File: src/rtl/id_pair_packer.sv
// id_pair_packer
// Packs a stream of narrow {ID_A,ID_B} pairs into wide AXI-Stream words for
// the result DMA. Slot 0 sits at the LSBs. A word goes out when every slot is
// filled or when the input marks the frame's last pair. A partial word is
// flushed with tkeep covering only the filled slots. A per-frame word count
// and a frame-done pulse are reported for status.
//
// Handshake semantics (both ports are strict AXI-Stream valid/ready):
//   - A beat transfers on a rising edge where tvalid && tready are both high.
//   - The output holds tdata/tkeep/tlast stable while tvalid && !tready.
//   - The input tready is !M_tvalid || M_tready. It depends only on the
//     output register and downstream ready, and never on S_tvalid/S_tlast.
//     The output register can therefore be refilled in the same cycle that
//     it drains, which sustains one pair per cycle with no skid buffer.
//   - S_tlast is ignored when S_tvalid is low. A frame with no pairs
//     produces no output word.

module id_pair_packer #(
  parameter int VEC_ID_WIDTH   = 8,
  parameter int PAIR_WIDTH     = 2 * VEC_ID_WIDTH,
  parameter int OUT_WIDTH      = 128,
  parameter int PAIRS_PER_WORD = OUT_WIDTH / PAIR_WIDTH,
  parameter int SLOT_WIDTH     = (PAIRS_PER_WORD > 1) ? $clog2(PAIRS_PER_WORD) : 1
) (
  input  logic                    ap_clk,
  input  logic                    ap_rstn,
  // narrow ID-pair input
  input  logic [PAIR_WIDTH-1:0]   S_AXIS_ID_PAIR_tdata,
  input  logic                    S_AXIS_ID_PAIR_tvalid,
  input  logic                    S_AXIS_ID_PAIR_tlast,
  output logic                    S_AXIS_ID_PAIR_tready,
  // packed word output
  output logic [OUT_WIDTH-1:0]    M_AXIS_PACKED_tdata,
  output logic [OUT_WIDTH/8-1:0]  M_AXIS_PACKED_tkeep,
  output logic                    M_AXIS_PACKED_tvalid,
  output logic                    M_AXIS_PACKED_tlast,
  input  logic                    M_AXIS_PACKED_tready,
  // status
  output logic [31:0]             o_Word_Count,
  output logic                    o_Frame_Done
);

  localparam int KEEP_WIDTH     = OUT_WIDTH / 8;
  localparam int BYTES_PER_PAIR = PAIR_WIDTH / 8;
  localparam logic [SLOT_WIDTH-1:0] LAST_SLOT = SLOT_WIDTH'(PAIRS_PER_WORD - 1);

  // accumulator for the word being filled
  logic [OUT_WIDTH-1:0]  acc_q;
  logic [SLOT_WIDTH-1:0] slot_q;

  // registered output word
  logic [OUT_WIDTH-1:0]  out_data_q;
  logic [KEEP_WIDTH-1:0] out_keep_q;
  logic                  out_last_q;
  logic                  out_valid_q;

  // status registers
  logic [31:0]           word_count_q;
  logic                  frame_done_q;

  // handshake and word-completion qualifiers
  logic                  in_ready;
  logic                  in_hs;
  logic                  out_hs;
  logic                  word_done;
  logic                  slot_full;

  // accumulator with the incoming pair merged in, plus tkeep for the current slot
  logic [OUT_WIDTH-1:0]  acc_merged;
  logic [KEEP_WIDTH-1:0] keep_for_slot;

  assign in_ready  = !out_valid_q || M_AXIS_PACKED_tready;
  assign in_hs     = S_AXIS_ID_PAIR_tvalid && in_ready;
  assign out_hs    = out_valid_q && M_AXIS_PACKED_tready;
  assign slot_full = (slot_q == LAST_SLOT);
  assign word_done = in_hs && (slot_full || S_AXIS_ID_PAIR_tlast);

  // Merge the incoming pair into its slot and build the byte enables for slots 0..slot_q.
  // Slots above slot_q are still zero because the accumulator clears after every word.
  always_comb begin
    acc_merged    = acc_q;
    keep_for_slot = '0;
    for (int i = 0; i < PAIRS_PER_WORD; i++) begin
      if (slot_q == SLOT_WIDTH'(i)) begin
        acc_merged[i*PAIR_WIDTH +: PAIR_WIDTH] = S_AXIS_ID_PAIR_tdata;
      end
      if (SLOT_WIDTH'(i) <= slot_q) begin
        keep_for_slot[i*BYTES_PER_PAIR +: BYTES_PER_PAIR] = '1;
      end
    end
  end

  // Accumulator and slot pointer: fill slot by slot, clear when a word is handed to the output.
  always_ff @(posedge ap_clk) begin
    if (!ap_rstn) begin
      acc_q  <= '0;
      slot_q <= '0;
    end else if (in_hs) begin
      if (word_done) begin
        acc_q  <= '0;
        slot_q <= '0;
      end else begin
        acc_q  <= acc_merged;
        slot_q <= slot_q + SLOT_WIDTH'(1);
      end
    end
  end

  // Output register: load a completed word, hold it while stalled, drop valid once it drains.
  always_ff @(posedge ap_clk) begin
    if (!ap_rstn) begin
      out_data_q  <= '0;
      out_keep_q  <= '0;
      out_last_q  <= 1'b0;
      out_valid_q <= 1'b0;
    end else if (word_done) begin
      out_data_q  <= acc_merged;
      out_keep_q  <= keep_for_slot;
      out_last_q  <= S_AXIS_ID_PAIR_tlast;
      out_valid_q <= 1'b1;
    end else if (out_hs) begin
      out_valid_q <= 1'b0;
    end
  end

  // Per-frame word count: bump on every load and restart after the frame's last word drains.
  always_ff @(posedge ap_clk) begin
    if (!ap_rstn) begin
      word_count_q <= '0;
    end else if (out_hs && out_last_q) begin
      word_count_q <= word_done ? 32'd1 : 32'd0;
    end else if (word_done) begin
      word_count_q <= word_count_q + 32'd1;
    end
  end

  // Frame-done pulse: high for the single cycle after the last word of a frame is accepted.
  always_ff @(posedge ap_clk) begin
    if (!ap_rstn) begin
      frame_done_q <= 1'b0;
    end else begin
      frame_done_q <= out_hs && out_last_q;
    end
  end

  assign S_AXIS_ID_PAIR_tready = in_ready;
  assign M_AXIS_PACKED_tdata   = out_data_q;
  assign M_AXIS_PACKED_tkeep   = out_keep_q;
  assign M_AXIS_PACKED_tlast   = out_last_q;
  assign M_AXIS_PACKED_tvalid  = out_valid_q;
  assign o_Word_Count          = word_count_q;
  assign o_Frame_Done          = frame_done_q;

endmodule

File: config.mk
export PLATFORM = sky130hd
export DESIGN_NAME = id_pair_packer
export DESIGN_NICKNAME = d
export VERILOG_FILES = /design/src/rtl/id_pair_packer.sv
export SDC_FILE = /design/constraint.sdc
export NUM_CORES = 1
export LEC_CHECK = 0
export CAP_MARGIN = 20
export CORE_MARGIN = 2
export CORE_UTILIZATION = 50
export CTS_CLUSTER_DIAMETER = 100
export CTS_CLUSTER_SIZE = 20
export DETAILED_ROUTE_END_ITERATION = 16
export PLACE_DENSITY = 0.76
export SYNTH_ARGS = -nofsm -noshare
export SYNTH_HDL_FRONTEND = slang
export SYNTH_SLANG_ARGS = --single-unit
File: constraint.sdc
create_clock -name ap_clk -period 6.6 [get_ports ap_clk]
set_input_delay 0.66 -clock ap_clk [delete_from_list [all_inputs] [get_ports ap_clk]]
set_output_delay 0.66 -clock ap_clk [all_outputs]
set_load 0.1 [all_outputs]
==> results of run 1 <==
through the flow:
step | power (W) | instances | hold slack [ns] | instance area, um^2
2_1_floorplan | 0.00251 | 1298 | 0.452 | 11900
5_1_grt | 0.00391 | 1718 | 0.492 | 14400
4_1_cts | 0.00380 | 1711 | 0.483 | 14300
3_5_place_dp | 0.00270 | 1691 | 0.466 | 13800
6_report | 0.00378 | 1718 | 0.483 | 14400
3_3_place_gp | 0.00269 | 1691 | 0.465 | 13800
layout make-up:
| class | count | area (um^2) | share of cell area |
|---|---|---|---|
| flip-flops and latches | 302 | 6050 | 0.421 |
| well taps | 319 | 399 | 0.0278 |
| multi-input cells | 856 | 5260 | 0.366 |
| clock inverters | 1 | 20.0 | 0.00139 |
| clock buffers | 19 | 475 | 0.0331 |
| repair buffers | 213 | 2120 | 0.148 |
| inverters | 8 | 35.0 | 0.00244 |
flip-flops by register name, indices dropped and copies added, names as in the netlist:
register,cells
M_AXIS_PACKED_tdata,128
M_AXIS_PACKED_tkeep,8
M_AXIS_PACKED_tlast,1
M_AXIS_PACKED_tvalid,1
acc_q,128
o_Frame_Done,1
o_Word_Count,32
slot_q,3
cell usage after synthesis, types with 2 or more instances:
cell type	count
a211oi_1	97
a21o_1	4
a21oi_1	17
a22oi_1	114
a311oi_1	32
and2_1	2
and3_1	20
buf_1	6
buf_2	36
buf_4	8
clkbuf_1	82
dfxtp_1	302
ha_1	5
inv_1	8
mux2i_1	96
nand2_1	58
nand3_1	44
nand4_1	17
nor2_1	280
nor2b_1	5
nor3_1	11
o211ai_1	2
o21ai_0	7
o21ai_1	4
or3_1	8
xnor2_1	3
xor2_1	20
worst min-delay path by stage:
| stage | from | end | cells past startpoint |
|---|---|---|---|
| 3_3_place_gp | acc_q[115] | acc_q[115] | 1 |
| 6_report | acc_q[114] | acc_q[114] | 1 |
| 2_1_floorplan | acc_q[112] | acc_q[112] | 1 |
| 3_5_place_dp | acc_q[113] | acc_q[113] | 1 |
| 4_1_cts | acc_q[70] | M_AXIS_PACKED_tdata[70] | 2 |
| 5_1_grt | acc_q[124] | acc_q[124] | 1 |
power by group:
group	switching (W)	total, W	internal, W	leakage, nW
clock network	0.000596	0.00112	0.000523	0.244
logic	0.000582	0.000743	0.000161	2.35
registers	0.0000364	0.00192	0.00188	2.46
kinds of logic after synthesis:
group                    after synthesis
AO/OA/AOI/OAI                        280
XOR/XNOR                              23
adder cells (fa/ha/maj)                5
buffers and inverters                140
flip-flops                           302
multiplexers                          96
AND/OR/NAND/NOR                      452
worst register-to-register path, cell delays in order (launching register included):
cell and delay [ns]:
dfxtp_2 0.61, ha_1 0.40, buf_4 0.24, nor2_1 0.59, nand3_2 0.43, nor2b_1 0.95, a22oi_1 0.23, nor2_1 0.14
metal layers:
layer / up-vias / track usage
li1: 4797 / -
met1: 4821 / 0.349
met2: 337 / 0.390
met3: 40 / 0.0328
met4: 0 / 0.0549
met5: - / 0
==> summary.txt, run 1 <==
Run status
  • Status: complete, no violations

Critical path
  • Largest delay contributor family on the critical path: simple AND/OR/NAND/NOR gates
  • Slowest-stage cell, CP: nor2b_1
  • Cell mode on critical path: nor2_1
  • R2r setup slk: ~2.9 ns
  • CP peak stage delay: around 0.95 ns
  • CP Launch Type: flip-flop
  • Crit path cell chain: ha_1 > buf_4 > nor2_1 > nand3_2 > nor2b_1 > a22oi_1 > nor2_1
  • Cells on worst reg2reg path: 7
  • Critical path type: reg -> reg
  • Worst EP required: around 7 ns
  • Worst setup path endpoint: acc_q[44]
  • Worst R2R End: acc_q[44]
  • Critical path depth: 7
  • Crit path capture type: flip-flop
  • Crit Path Max Fanout: 48
  • Worst r2r src: slot_q[2]
  • Critical path buffer and inverter count: 1
  • CP startpoint: slot_q[2]
  • Data arrival, critical path: 4.09 ns

Timing
  • Final WS setup: 2.94 ns
  • Fin Setup TNS: 0 ns
  • Slew Limit Fails: 0
  • Setup violations, final: 0
  • Period utilisation layout: 0.554
  • FMAX: around 270 MHz
  • Slew @ Worst Pin: 1.16 ns
  • Max transition margin: 0.227
  • Clock Skews: around 0.017 ns
  • RSZ-0062 raised after global routing: false
  • Minimum clock period: 3.66 ns
  • Hold Fails Final Rpt: 0

Floorplanning
  • Initial core utilization: 0.508
  • Die height: around 160 um
  • Core area: about 23000 um^2
  • Site Rows: 56
  • Die Span X: ~160 um
  • I/O pins: 201
  • Area of the die: about 25000 um^2

Clock network
  • Cts bufs inserted: 19
  • Max clock buf depth: 3
  • Setup bufs post-CTS: 0
  • Clock Sinks: between 300 and 400
  • Hold bufs inserted after CTS: 0
  • Clk_lat worst skew: 0.50 ns
  • Root Driver: clkbuf_16
  • Post-cts sizing count: 0
  • CTS tree: done
  • Reg clk slew, reported paths: 0.08 ns
  • Htree depth: 1

Synthesis
  • Mux contribution to synthesized area: 0.0808
  • Main combinational cell family by area after synthesis: compound AO/OA/AOI/OAI gates
  • Synth Register Bits: just over 300
  • Post-synthesis sequential area ratio: 0.509
  • Synth top area cells: dfxtp_1 (51%), nor2_1 (8.8%), mux2i_1 (8.1%)
  • Adder-Cell Fraction of Synth Area: 0.00526
  • Main synth FF type: dfxtp_1
  • Syn nets: between 1000 and 1500
  • Syn Inst Count: roughly 1300
  • EDFF count, synth: 0
  • Syn. warnings: 0
  • Mapped Avg Cell Area: approximately 9 um^2
  • Asr flop ratio synth: 0
  • Post-synth top area cell: dfxtp_1
  • Simple-gate area share of the yosys netlist: 0.163
  • Mapped Area: around 12000 um^2
  • Post-synthesis compound-gate area fraction: 0.175
  • Xor and xnor area share after synthesis: 0.0169
  • Netlist cell types: 37
  • Synth top area share: 0.509

Layout
  • Commonest non-fill, non-tap cell in the layout: dfxtp_1
  • Fillers: between 2000 and 2500
  • Fin nets: between 1000 and 1500
  • Layout area overhead: 20.8%
  • Fraction of layout cells with a size suffix above 1: 0.0315
  • Commonest non-fill, non-tap cells in the layout: dfxtp_1 (301), nor2_1 (280), clkdlybuf4s50_1 (200), a22oi_1 (114), a211oi_1 (97)
  • Diodes inserted: 0
  • Finished Core Util: 0.613

Route
  • Met3 WL: between 2 and 2.5 mm
  • DRT antenna net count: 0
  • WL final: 31.7 mm
  • DRC violation count after routing: 0
  • Vias per cell: around 5.8
  • Routed len/inst: 18.5 um
  • DR iter-0 viols: ~890
  • Top sig layer: met4
  • Via Count: ~10000
  • Met2 wire len: between 10 and 15 mm
  • Met1 WL: between 10 and 15 mm
  • DR pass1 iterations: 5

Place
  • Routability Congestion: about 0.8
  • Hpwl dp: around 19 mm
  • Setup WS pre-CTS: about 3 ns
  • IO buf count: 200

GRT
  • Global Route Usage Sum: 0.243
  • Vias in the first global route: 8716
  • Aggregate global routing overflow: 0
  • First-pass GRT wire length: approximately 48 mm
  • Largest net degree at the start of global routing: 266
  • Antenna violations before repair: 0

Pwr
  • Static leakage: 5.05 nW
  • PD cells: 263 nW/um^2
  • Maximum vdd ir drop: 174 uV

Flow run
  • Max Cap Violations: 0

Worst hold path
  • Worst hold path class: reg -> reg
Note: power is estimated with default switching activity, not from simulation.
==> inputs of run 2 (changes only) <==
- CORE_UTILIZATION: 50 -> 48
- clock period: 6.6 -> 3 ns (I/O delays scaled with it)
==> summary.txt, run 2 (synthesized netlist as in run 1, its figures left out) <==
Run status
  • Status: complete, no violations

GRT
  • First-pass GRT wire length: between 50 and 60 mm
  • Met1 Usage GRT: 0.333
  • Antenna violations before repair: 0
  • Vias in the first global route: about 9400
  • Busiest layer in global routing: met2
  • GR Layer Usage met2: 0.409
  • Aggregate global routing overflow: 0
  • Global Route Usage Sum: 0.241
  • Largest net degree at the start of global routing: 93
  • Met3 GRT Util: 0.0254

Timing
  • Slew Limit Fails: 0
  • Max transition margin: 0.325
  • Minimum clock period: between 2 and 3 ns
  • RSZ-0062 raised after global routing: false
  • Fin Setup TNS: 0 ns
  • Period utilisation layout: 0.844
  • Setup violations, final: 0
  • Slew @ Worst Pin: between 1 and 1.5 ns
  • Clock Skews: 0.0185 ns
  • FMAX: 395 MHz
  • Worst Hold Slack: about 0.48 ns
  • Hold Fails Final Rpt: 0

Critical path
  • Worst R2R End: o_Word_Count[31]
  • Crit path capture type: flip-flop
  • Worst EP required: 3.43 ns
  • Critical path type: reg -> reg
  • Cells on worst reg2reg path: 7
  • CP Launch Type: flip-flop
  • Worst r2r src: slot_q[0]
  • R2r setup slk: 0.47 ns
  • Crit Path Max Fanout: 9
  • Data arrival, critical path: ~3 ns

Place
  • Routability Congestion: approximately 0.83
  • IO buf count: 200
  • Placed Area: approximately 14000 um^2
  • Hpwl dp: ~21 mm

Layout
  • Fraction of layout cells with a size suffix above 1: 0.148
  • Fillers: around 2100
  • Fin nets: between 1000 and 1500
  • Diodes inserted: 0
  • Layout area overhead: 21.2%
  • Commonest non-fill, non-tap cell in the layout: dfxtp_1
  • Commonest non-fill, non-tap cells in the layout: dfxtp_1 (301), nor2_1 (280), buf_4 (176), a22oi_1 (114), a211oi_1 (97)
  • Finished Core Util: 0.592
  • Final cell area excluding filler cells: 14400 um^2

Worst hold path
  • Hold endpoint: acc_q[116]
  • Min-delay src: acc_q[116]
  • Worst hold path class: reg -> reg
  • Worst hold path depth: 1

Route
  • DRC violation count after routing: 0
  • WL final: between 30 and 40 mm
  • DR iter-0 viols: roughly 900
  • Vias per cell: about 5.7
  • DRT antenna net count: 0
  • Via Count: between 9000 and 10000
  • DR pass1 iterations: 5
  • Routed len/inst: approximately 18 um

Clock network
  • Max clock buf depth: 3
  • Reg clk slew, reported paths: approximately 0.09 ns
  • Post-cts sizing count: 0
  • CTS tree: done
  • Cts bufs inserted: 19
  • Root Driver: clkbuf_16
  • Clk_lat worst skew: 0.50 ns
  • Setup bufs post-CTS: 0
  • Clock Sinks: about 300
  • Hold bufs inserted after CTS: 0
  • Htree depth: 1

Floorplanning
  • Die height: between 150 and 200 um
  • Core area: about 24000 um^2
  • Initial core utilization: 0.489
  • Area of the die: ~26000 um^2
  • Site Rows: 57
  • I/O pins: between 200 and 250
  • Die Span X: 161 um

Flow run
  • Max Cap Violations: 0

Pwr
  • Static leakage: ~5.5 nW
  • PD cells: around 580 nW/um^2
  • Maximum vdd ir drop: roughly 420 uV
  • Final Total Pwr: between 0.008 and 0.009 W
==> run 2: cell types whose count changed in the layout (fill, tap and decap cells not counted), sizes merged <==
cell,before,now
buf,13,182
clkdlybuf4s50,200,72
==> run 2: cell type report <==
class / count / area, um^2 / area share
sequential: 302 / 6050 / 0.420
multi-input combinational: 856 / 5260 / 0.365
timing repair buffer: 254 / 2160 / 0.150
clock buffer: 19 / 475 / 0.0330
tap: 324 / 405 / 0.0281
inverter: 8 / 35.0 / 0.00243
clock inverter: 1 / 20.0 / 0.00139
==> run 2: worst max path at each step <==
stage	from	endpoint	slack, ns	depth (start not counted)
final	slot_q[0]	o_Word_Count[31]	0.47	7
after global routing	slot_q[0]	o_Word_Count[31]	0.26	7
after CTS	slot_q[0]	o_Word_Count[31]	0.49	7
after detailed placement	M_AXIS_PACKED_tready	acc_q[48]	0.46	7
after global placement	M_AXIS_PACKED_tready	o_Word_Count[31]	0.53	6
after floorplan	M_AXIS_PACKED_tvalid	acc_q[22]	0.07	7
==> run 2: per-stage QoR <==
stage          setup slack, ns  instances
3_3_place_gp             0.529       1744
5_1_grt                  0.263       1764
4_1_cts                  0.492       1764
6_report                 0.468       1764
3_5_place_dp             0.465       1744
2_1_floorplan           0.0724       1298
==> run 2: routing by layer <==
metal / share of wire / vias up
li1: - / 4878
met1: 0.45 / 4780
met2: 0.48 / 293
met3: 0.053 / 46
met4: 0.020 / 0
met5: 0 / -
==> run 2: worst max-delay path, stage by stage (launching register included) <==
cell      delay, ns
dfxtp_1        0.49
ha_1           0.20
ha_1           0.23
o211ai_1       0.16
nor4_4         0.52
nand4_2        0.29
or3_1          0.42
a21oi_1        0.14
==> run 2: power by group <==
| group | internal, W | switching (W) | total (W) |
|---|---|---|---|
| Clock | 0.00115 | 0.00131 | 0.00246 |
| Combinational | 0.000361 | 0.00130 | 0.00166 |
| Sequential | 0.00413 | 0.0000793 | 0.00421 |
==> inputs of run 3 (changes only) <==
- clock period: 3 -> 2.04 ns (I/O delays scaled with it)
==> summary.txt, run 3 (synthesized netlist as in run 1, its figures left out) <==
Run status
  • Status: complete, no violations

Critical path
  • Data arrival, critical path: about 2.4 ns
  • Critical path type: reg -> reg
  • CP Launch Type: flip-flop
  • Crit path capture type: flip-flop
  • Crit Path Max Fanout: 9
  • CP startpoint: slot_q[0]
  • Cell mode on critical path: ha_4
  • Worst EP required: ~2.5 ns
  • CP peak stage delay: between 0.3 and 0.4 ns
  • Worst r2r src: slot_q[0]
  • Slowest-stage cell, CP: or3_1
  • Crit path cell chain: ha_4 > ha_4 > o211ai_1 > nor4_4 > buf_4 > nand4_4 > or3_1 > a21oi_2

Layout
  • Layout area overhead: 26.4%
  • Fraction of layout cells with a size suffix above 1: 0.235
  • Commonest non-fill, non-tap cell in the layout: nor2_1
  • Fin nets: about 1500
  • Diodes inserted: 0
  • Commonest non-fill, non-tap cells in the layout: nor2_1 (279), dfxtp_1 (273), buf_4 (249), a22oi_1 (114), a211oi_1 (97)
  • Non-Filler Instances: 1809

GRT
  • Vias in the first global route: about 9300
  • Aggregate global routing overflow: 0
  • Largest net degree at the start of global routing: 48
  • Global Route Usage Sum: 0.238
  • First-pass GRT wire length: between 50 and 60 mm
  • Antenna violations before repair: 0

Clock network
  • Max clock buf depth: 3
  • CTS tree: done
  • Cts bufs inserted: 19
  • Root Driver: clkbuf_16
  • Reg clk slew, reported paths: roughly 0.08 ns
  • Htree depth: 1
  • Clk_lat worst skew: 0.50 ns
  • Hold bufs inserted after CTS: 0
  • Clock Sinks: slightly above 300

Route
  • DRC violation count after routing: 0
  • DRT antenna net count: 0
  • Vias per cell: 5.65
  • Routed len/inst: approximately 18 um
  • WL final: around 32 mm
  • DR pass1 iterations: 5
  • Via Count: slightly above 10000
  • DR iter-0 viols: between 700 and 800

Timing
  • Final WS setup: around 0.048 ns
  • Worst Hold Slack: between 0.3 and 0.4 ns
  • Clock Skews: approximately 0.018 ns
  • Max transition margin: 0.674
  • Slew @ Worst Pin: roughly 0.5 ns
  • Fin Setup TNS: 0 ns
  • Hold Fails Final Rpt: 0
  • FMAX: 502 MHz
  • Slew Limit Fails: 0
  • Period utilisation layout: 0.976
  • RSZ-0062 raised after global routing: true
  • Minimum clock period: approximately 2.0 ns
  • Setup violations, final: 0

Floorplanning
  • Initial core utilization: 0.489
  • Area of the die: 26000 um^2
  • Core area: around 24000 um^2
  • Site Rows: 57
  • Die height: approximately 160 um
  • Die Span X: around 160 um
  • I/O pins: ~200

Pwr
  • Maximum vdd ir drop: 543 uV
  • Final Total Pwr: about 0.012 W
  • Static leakage: around 5.9 nW
  • PD cells: around 800 nW/um^2

Worst hold path
  • Min-delay src: M_AXIS_PACKED_tready
  • Worst hold path class: in -> reg

Place
  • IO buf count: 200
  • Hpwl dp: between 20 and 25 mm
  • Post-Place Cells: about 1800
  • Setup WS pre-CTS: -0.146 ns
  • Routability Congestion: around 0.8

Flow run
  • Max Cap Violations: 0
## run 3: worst max-delay path: cells and delay by family (launching register included)
family                     cells  cell delay [ns]
DFF                            1             0.36
AOI/OAI and AO/OA              2             0.30
buffers and inverters          1             0.19
adders and majority gates      2             0.29
and+or+nand+nor                3             0.77
## run 3: path summary, 6_finish.rpt
kind | endpoint | slack [ns] | cells after the start
hold / removal | o_Frame_Done | 0.40 | 3
setup reg to reg | o_Word_Count[25] | 0.05 | 8
setup / recovery | o_Word_Count[25] | 0.05 | 8
hold reg to reg | M_AXIS_PACKED_tdata[100] | 0.48 | 2
## run 3: through the flow
stage	util	cell area, um^2
final	0.618	15000
after global routing	0.618	15000
after CTS	0.614	14900
after detailed placement	0.593	14400
after global placement	0.593	14400
after floorplan	-	12000
## run 3: cell type report
type / count / area [um^2]
sequential: 302 / 6130
tap: 324 / 405
fill: 2021 / 9300
inverter: 8 / 38.8
multi-input combinational: 856 / 5340
clock buffer: 21 / 483
clock inverter: 1 / 20.0
timing repair buffer: 297 / 2600
## run 3: power breakdown
part           internal (W)  switching, W  total (W)
logic              0.000599       0.00192    0.00251
clock network       0.00170       0.00192    0.00363
registers           0.00606      0.000123    0.00618
total               0.00836       0.00396     0.0123
## run 3: routing by layer
layer,vias up,share of wire,GRT usage
met1,4857,0.44,0.332
met4,0,0.024,0.0662
li1,4987,-,-
met3,52,0.068,0.0326
met2,328,0.47,0.387
met5,-,0,0
## run 3: what timing repair did
action / 4_1_cts / 5_1_grt
setup buffers: 0 / 2
resized for setup: 0 / 19
pin swaps: 0 / 7
setup endpoints to repair: 5 / 150
